===== src/rtl/modmul_share_arbiter_pkg.sv =====
// Shared constants for the mod-q multiplier and its requester arbiter.
package modmul_share_arbiter_pkg;

    localparam int COEF_W    = 16;
    localparam int Q         = 3329;
    localparam int BARRETT_M = 5039;
    localparam int MM_LAT    = 3;

    function automatic int rr_next(input int g, input int n);
        return (g == n - 1) ? 0 : g + 1;
    endfunction

endpackage


===== src/rtl/rr_arbiter_n.sv =====
// Round-robin arbiter: one-hot grant to the first request at or above ptr.
module rr_arbiter_n #(
    parameter int N    = 4,
    parameter int ID_W = 2
) (
    input  logic            en,
    input  logic [N-1:0]    req,
    input  logic [ID_W-1:0] ptr,
    output logic [N-1:0]    grant,
    output logic [ID_W-1:0] id,
    output logic            found
);

    logic [ID_W-1:0] idx;

    always_comb begin
        grant = '0;
        id    = '0;
        found = 1'b0;
        idx   = '0;
        for (int k = 0; k < N; k++) begin
            idx = ID_W'((int'(ptr) + k) % N);
            if (en && !found && req[idx]) begin
                grant[idx] = 1'b1;
                id         = idx;
                found      = 1'b1;
            end
        end
    end

endmodule


===== src/rtl/modmul_share_arbiter.sv =====
// Shares one pipelined mod-q multiplier among N_REQ requesters and
// routes each reduced result back to the requester that issued it.
module modmul_share_arbiter #(
    parameter int N_REQ  = 4,
    parameter int ID_W   = (N_REQ > 1) ? $clog2(N_REQ) : 1,
    parameter int MM_LAT = modmul_share_arbiter_pkg::MM_LAT,
    parameter int Q      = modmul_share_arbiter_pkg::Q
) (
    input  logic              clk,
    input  logic              rst,
    input  logic [N_REQ-1:0]  req_valid,
    input  logic [16*N_REQ-1:0] req_a,
    input  logic [16*N_REQ-1:0] req_b,
    output logic [N_REQ-1:0]  req_ready,
    input  logic              hold,
    output logic              mm_valid,
    output logic [15:0]       mm_a,
    output logic [15:0]       mm_b,
    input  logic [15:0]       mm_r,
    output logic [N_REQ-1:0]  resp_valid,
    output logic [15:0]       resp_data,
    output logic              busy,
    output logic              err_range
);

    import modmul_share_arbiter_pkg::*;

    logic [ID_W-1:0]   ptr;
    logic [ID_W-1:0]   gnt_id;
    logic [N_REQ-1:0]  gnt;
    logic              fire;
    logic [COEF_W-1:0] sel_a;
    logic [COEF_W-1:0] sel_b;
    logic              sel_bad;

    // Tag pipeline: stage k holds the op issued k+1 cycles ago.
    logic [MM_LAT:0]   tag_v;
    logic [ID_W-1:0]   tag_id [MM_LAT+1];

    rr_arbiter_n #(
        .N    (N_REQ),
        .ID_W (ID_W)
    ) u_arb (
        .en    (~hold & ~rst),
        .req   (req_valid),
        .ptr   (ptr),
        .grant (gnt),
        .id    (gnt_id),
        .found (fire)
    );

    assign req_ready = gnt;
    assign sel_a     = req_a[int'(gnt_id)*COEF_W +: COEF_W];
    assign sel_b     = req_b[int'(gnt_id)*COEF_W +: COEF_W];
    assign sel_bad   = (int'(sel_a) >= Q) || (int'(sel_b) >= Q);

    always_ff @(posedge clk) begin
        if (rst) begin
            ptr       <= '0;
            mm_a      <= '0;
            mm_b      <= '0;
            err_range <= 1'b0;
            tag_v     <= '0;
        end else begin
            tag_v <= {tag_v[MM_LAT-1:0], fire};
            if (fire) begin
                ptr  <= ID_W'(rr_next(int'(gnt_id), N_REQ));
                mm_a <= sel_a;
                mm_b <= sel_b;
                if (sel_bad) begin
                    err_range <= 1'b1;
                end
            end
        end
    end

    always_ff @(posedge clk) begin
        tag_id[0] <= gnt_id;
        for (int k = 1; k <= MM_LAT; k++) begin
            tag_id[k] <= tag_id[k-1];
        end
    end

    assign mm_valid  = tag_v[0];
    assign busy      = |tag_v;
    assign resp_data = mm_r;

    // Results still in flight when reset is asserted are dropped.
    always_comb begin
        resp_valid = '0;
        if (tag_v[MM_LAT] && !rst) begin
            resp_valid = N_REQ'(1) << tag_id[MM_LAT];
        end
    end

endmodule

===== config.mk =====
export PLATFORM = sky130hd
export DESIGN_NAME = modmul_share_arbiter
export DESIGN_NICKNAME = d
export VERILOG_FILES = /design/src/rtl/modmul_share_arbiter_pkg.sv /design/src/rtl/rr_arbiter_n.sv /design/src/rtl/modmul_share_arbiter.sv
export SDC_FILE = /design/constraint.sdc
export NUM_CORES = 1
export LEC_CHECK = 0
export CORE_ASPECT_RATIO = 0.75
export CORE_MARGIN = 2
export CORE_UTILIZATION = 34
export DETAILED_ROUTE_END_ITERATION = 7
export PLACE_DENSITY = 0.81
export SLEW_MARGIN = 5
export SYNTH_ARGS = -nofsm -noshare
export SYNTH_HDL_FRONTEND = slang
export SYNTH_SLANG_ARGS = --single-unit

===== constraint.sdc =====
create_clock -name clk -period 3.2 [get_ports clk]
set_input_delay 0.48 -clock clk [delete_from_list [all_inputs] [get_ports clk]]
set_output_delay 0.48 -clock clk [all_outputs]
set_load 0.03 [all_outputs]

==> flow_metrics.py <==
metrics = {
    "timing": {
        "final.period_utilization_pct": 97.5,
        "timing.hold.ws_ps": 326,
        "max_slew.worst_pin.slew_ps": 527,
        "period_minus_slack_ps": 3120,
        "fmax_mhz": 320,
        "setup_violations": 0,
        "rsz0062_at_grt": "true",
        "finalHoldViolations": 0,
        "relSlewSlack_pct": 64.9,
        "skew_ps": 2.10,
        "maxSlewViolCount": 0,
    },
    "clocking": {
        "h-tree-depth": 2,
        "cts_tree": "yes",
        "cts.sinks": 47,
        "clkLatencyLatePin_ps": 280,
        "cts_made_buffers": 5,
        "cts_root_buf": "clkbuf_16",
        "clk_pin_slew_worst_paths_ps": 60,
        "clock_path_buffers": 2,
    },
    "placed_design": {
        "globalplace.congestion": 0.951,
        "placed_area_um2": 5250,
        "io_buffers": 177,
        "post-dp-hpwl_um": 9460,
    },
    "job": {
        "drv_cap": 0,
    },
    "floorplanning": {
        "pin_count": 210,
        "fp.coreArea_um2": 9540,
        "rows": 31,
        "die_h_um": 89.3,
        "die_width_um": 118,
        "die_area_um2": 10500,
        "initial_core_util_pct": 34.6,
    },
    "route": {
        "ant_nets": 0,
        "drt-vias-per-instance": 5.33,
        "dr.first_iter.drc_count": 192,
        "num_vias": 4005,
        "wl_per_cell_um": 16.2,
        "drc": 0,
        "routed_wl_um": 12200,
        "drt-pass1-iter-count": 5,
    },
    "logic_synthesis": {
        "netlist_area_um2": 3300,
        "yosysSeqAreaShare_pct": 28.5,
        "synthTopCellsByArea": "dfxtp_1 29%, nand2_1 14%, mux2i_1 8.2%",
        "syn_avg_cell_area_um2": 7.45,
        "synth_edf_count": 0,
        "synth-seq-cells": 47,
        "ys.warnings.count": 0,
        "ys_top_cells_by_count": "120 x nand2_1, 47 x dfxtp_1, 35 x and3_1",
        "syn_inst": 443,
        "synth_compound_area_share_pct": 16.7,
        "synth.distinct_cells": 53,
        "synthMuxAreaShare_pct": 10.7,
        "synthArstFlopShare_pct": 0,
        "synth_top_family_by_area": "simple AND/OR/NAND/NOR gates",
        "synth_flop_cell": "dfxtp_1",
        "synth_most_common_cell": "nand2_1",
        "synth_xor_area_share_pct": 0.266,
        "synth_top_area_share_pct": 28.5,
        "yosysTopAreaCell": "dfxtp_1",
        "synth_nets": 598,
        "yosys.area_share.adder_pct": 1.52,
        "yosys.area_share.simple_pct": 32.5,
    },
    "power": {
        "p_seq_share_pct": 33.1,
        "comb_power_share_pct": 41.5,
        "p_switching_mw": 0.643,
        "sw_frac_of_total_pct": 32.4,
        "p_per_area_nw_per_um2": 362,
        "p_int_mw": 1.34,
        "p_clk_share_pct": 25.4,
        "peakVddDrop_uv": 210,
        "leakage_nw": 2.21,
        "total_power_mw": 1.98,
    },
    "global_routing": {
        "grt_util_all_layers_pct": 21.8,
        "grt_pass1_wl_um": 18600,
        "grt_max_degree": 47,
        "overflow": 0,
        "antenna_found_initial": 0,
        "grt_pass1_vias": 3796,
    },
    "cells_and_area": {
        "syn_to_final_growth_pct": 66.1,
        "drive_gt1_share_pct": 13.9,
        "fin_area_um2": 5480,
        "layout.nets": 774,
        "diodes": 0,
    },
    "worst_setup_path": {
        "cp_slowest_stage_delay_ps": 530,
        "start_kind": "input port",
        "r2r_slack_ps": 150,
        "path_class": "input port to flop",
        "cp.required_ps": 3350,
        "crit_buf_inv": 3,
        "cp_slowest_cell": "or4_4",
        "path_cells": "clkdlybuf4s50_1 > mux4_2 > a211oi_2 > nand2_1 > inv_2 > buf_4 > mux2i_2 > mux2i_1 > or4_4 > o31ai_2 > nand4_1",
        "worst_setup_path_end_kind": "flop",
        "crit_fanout": 6,
        "critPathTopFamily": "multiplexers",
        "cp.arrival_ps": 3270,
    },
    "run_status": {
        "status": "finished, final reports clean",
    },
    "hold_path": {
        "hold_path_class": "flop to flop",
    },
}
[power groups by stage]
stage / combinational (mW) / clock, mW / sequential, mW
global placement: 0.772 / 0 / 0.668
CTS: 0.804 / 0.520 / 0.657
global route: 0.880 / 0.543 / 0.662
floorplan: 0.386 / 0 / 0.728
detailed placement: 0.792 / 0 / 0.669
finish: 0.823 / 0.505 / 0.657
[layer usage]
layer / track usage, % / share of wire, % / vias up
met5: 0 / 0 / -
met1: 27.4 / 43 / 1875
met2: 37.7 / 47 / 205
met3: 5.99 / 8.3 / 17
met4: 5.26 / 1.3 / 0
li1: - / - / 1908
[logic make-up after synthesis]
| family | after synthesis |
|---|---|
| AOI/OAI and AO/OA | 78 |
| adders and majority gates | 4 |
| and+or+nand+nor | 224 |
| xor gates and xnor gates | 1 |
| buffers and inverters | 57 |
| DFF | 47 |
| muxes | 32 |
[stage by stage]
step | setup WS [ps] | util, % | setup TNS, ps | std cells
global route | -31.2 | 57.4 | -31.2 | 752
global placement | -218 | 55.0 | -356 | 742
floorplan | 11.4 | - | 0 | 443
detailed placement | -331 | 55.0 | -696 | 742
finish | 79.6 | 57.4 | 0 | 752
CTS | 10.1 | 56.9 | 0 | 752
[flip-flops by register name, indices dropped and copies added (netlist names)]
register   flops
tag_id         8
ptr            2
tag_v          4
mm_b          16
mm_a          16
err_range      1
[final timing paths]
kind	cells past startpoint	end	start
max	11	err_range	req_valid[2]
min	0	tag_id[2][0]	tag_id[1][0]
max reg2reg	12	err_range	ptr[1]
min reg2reg	0	tag_id[2][0]	tag_id[1][0]
[layout by cell type (no fill, tap or decap), types with 3 or more instances in the layout]
master             n
o22ai_1            5
a21oi_1           33
clkbuf_16          5
dfxtp_1           46
nor2_1            26
a311oi_1           9
a211oi_1           3
nor3_1            12
nor2b_1            3
mux2_2             3
ha_1               3
nor4_1             8
o41ai_2            3
clkdlybuf4s50_1  171
nand2_1          120
a222oi_1           4
mux2i_2            3
a31oi_1            5
and3_1            35
buf_4             44
mux2i_1           24
[area by class of cell]
type | instances | area (um^2)
clock buffers | 5 | 125
clock inverters | 3 | 20.0
fillers | 835 | 4060
inverters | 6 | 25.0
multi-input cells | 339 | 2100
flip-flops and latches | 47 | 942
well taps | 132 | 165
repair buffers | 220 | 2100
[repair_timing]
item                                    4_1_cts  5_1_grt
resized for setup                             6       11
hold buffers                                  0        0
endpoints found under the setup margin        1        2
pin swaps                                     4        2
setup buffers                                 2        0
Power figures use the tool's default switching activity.
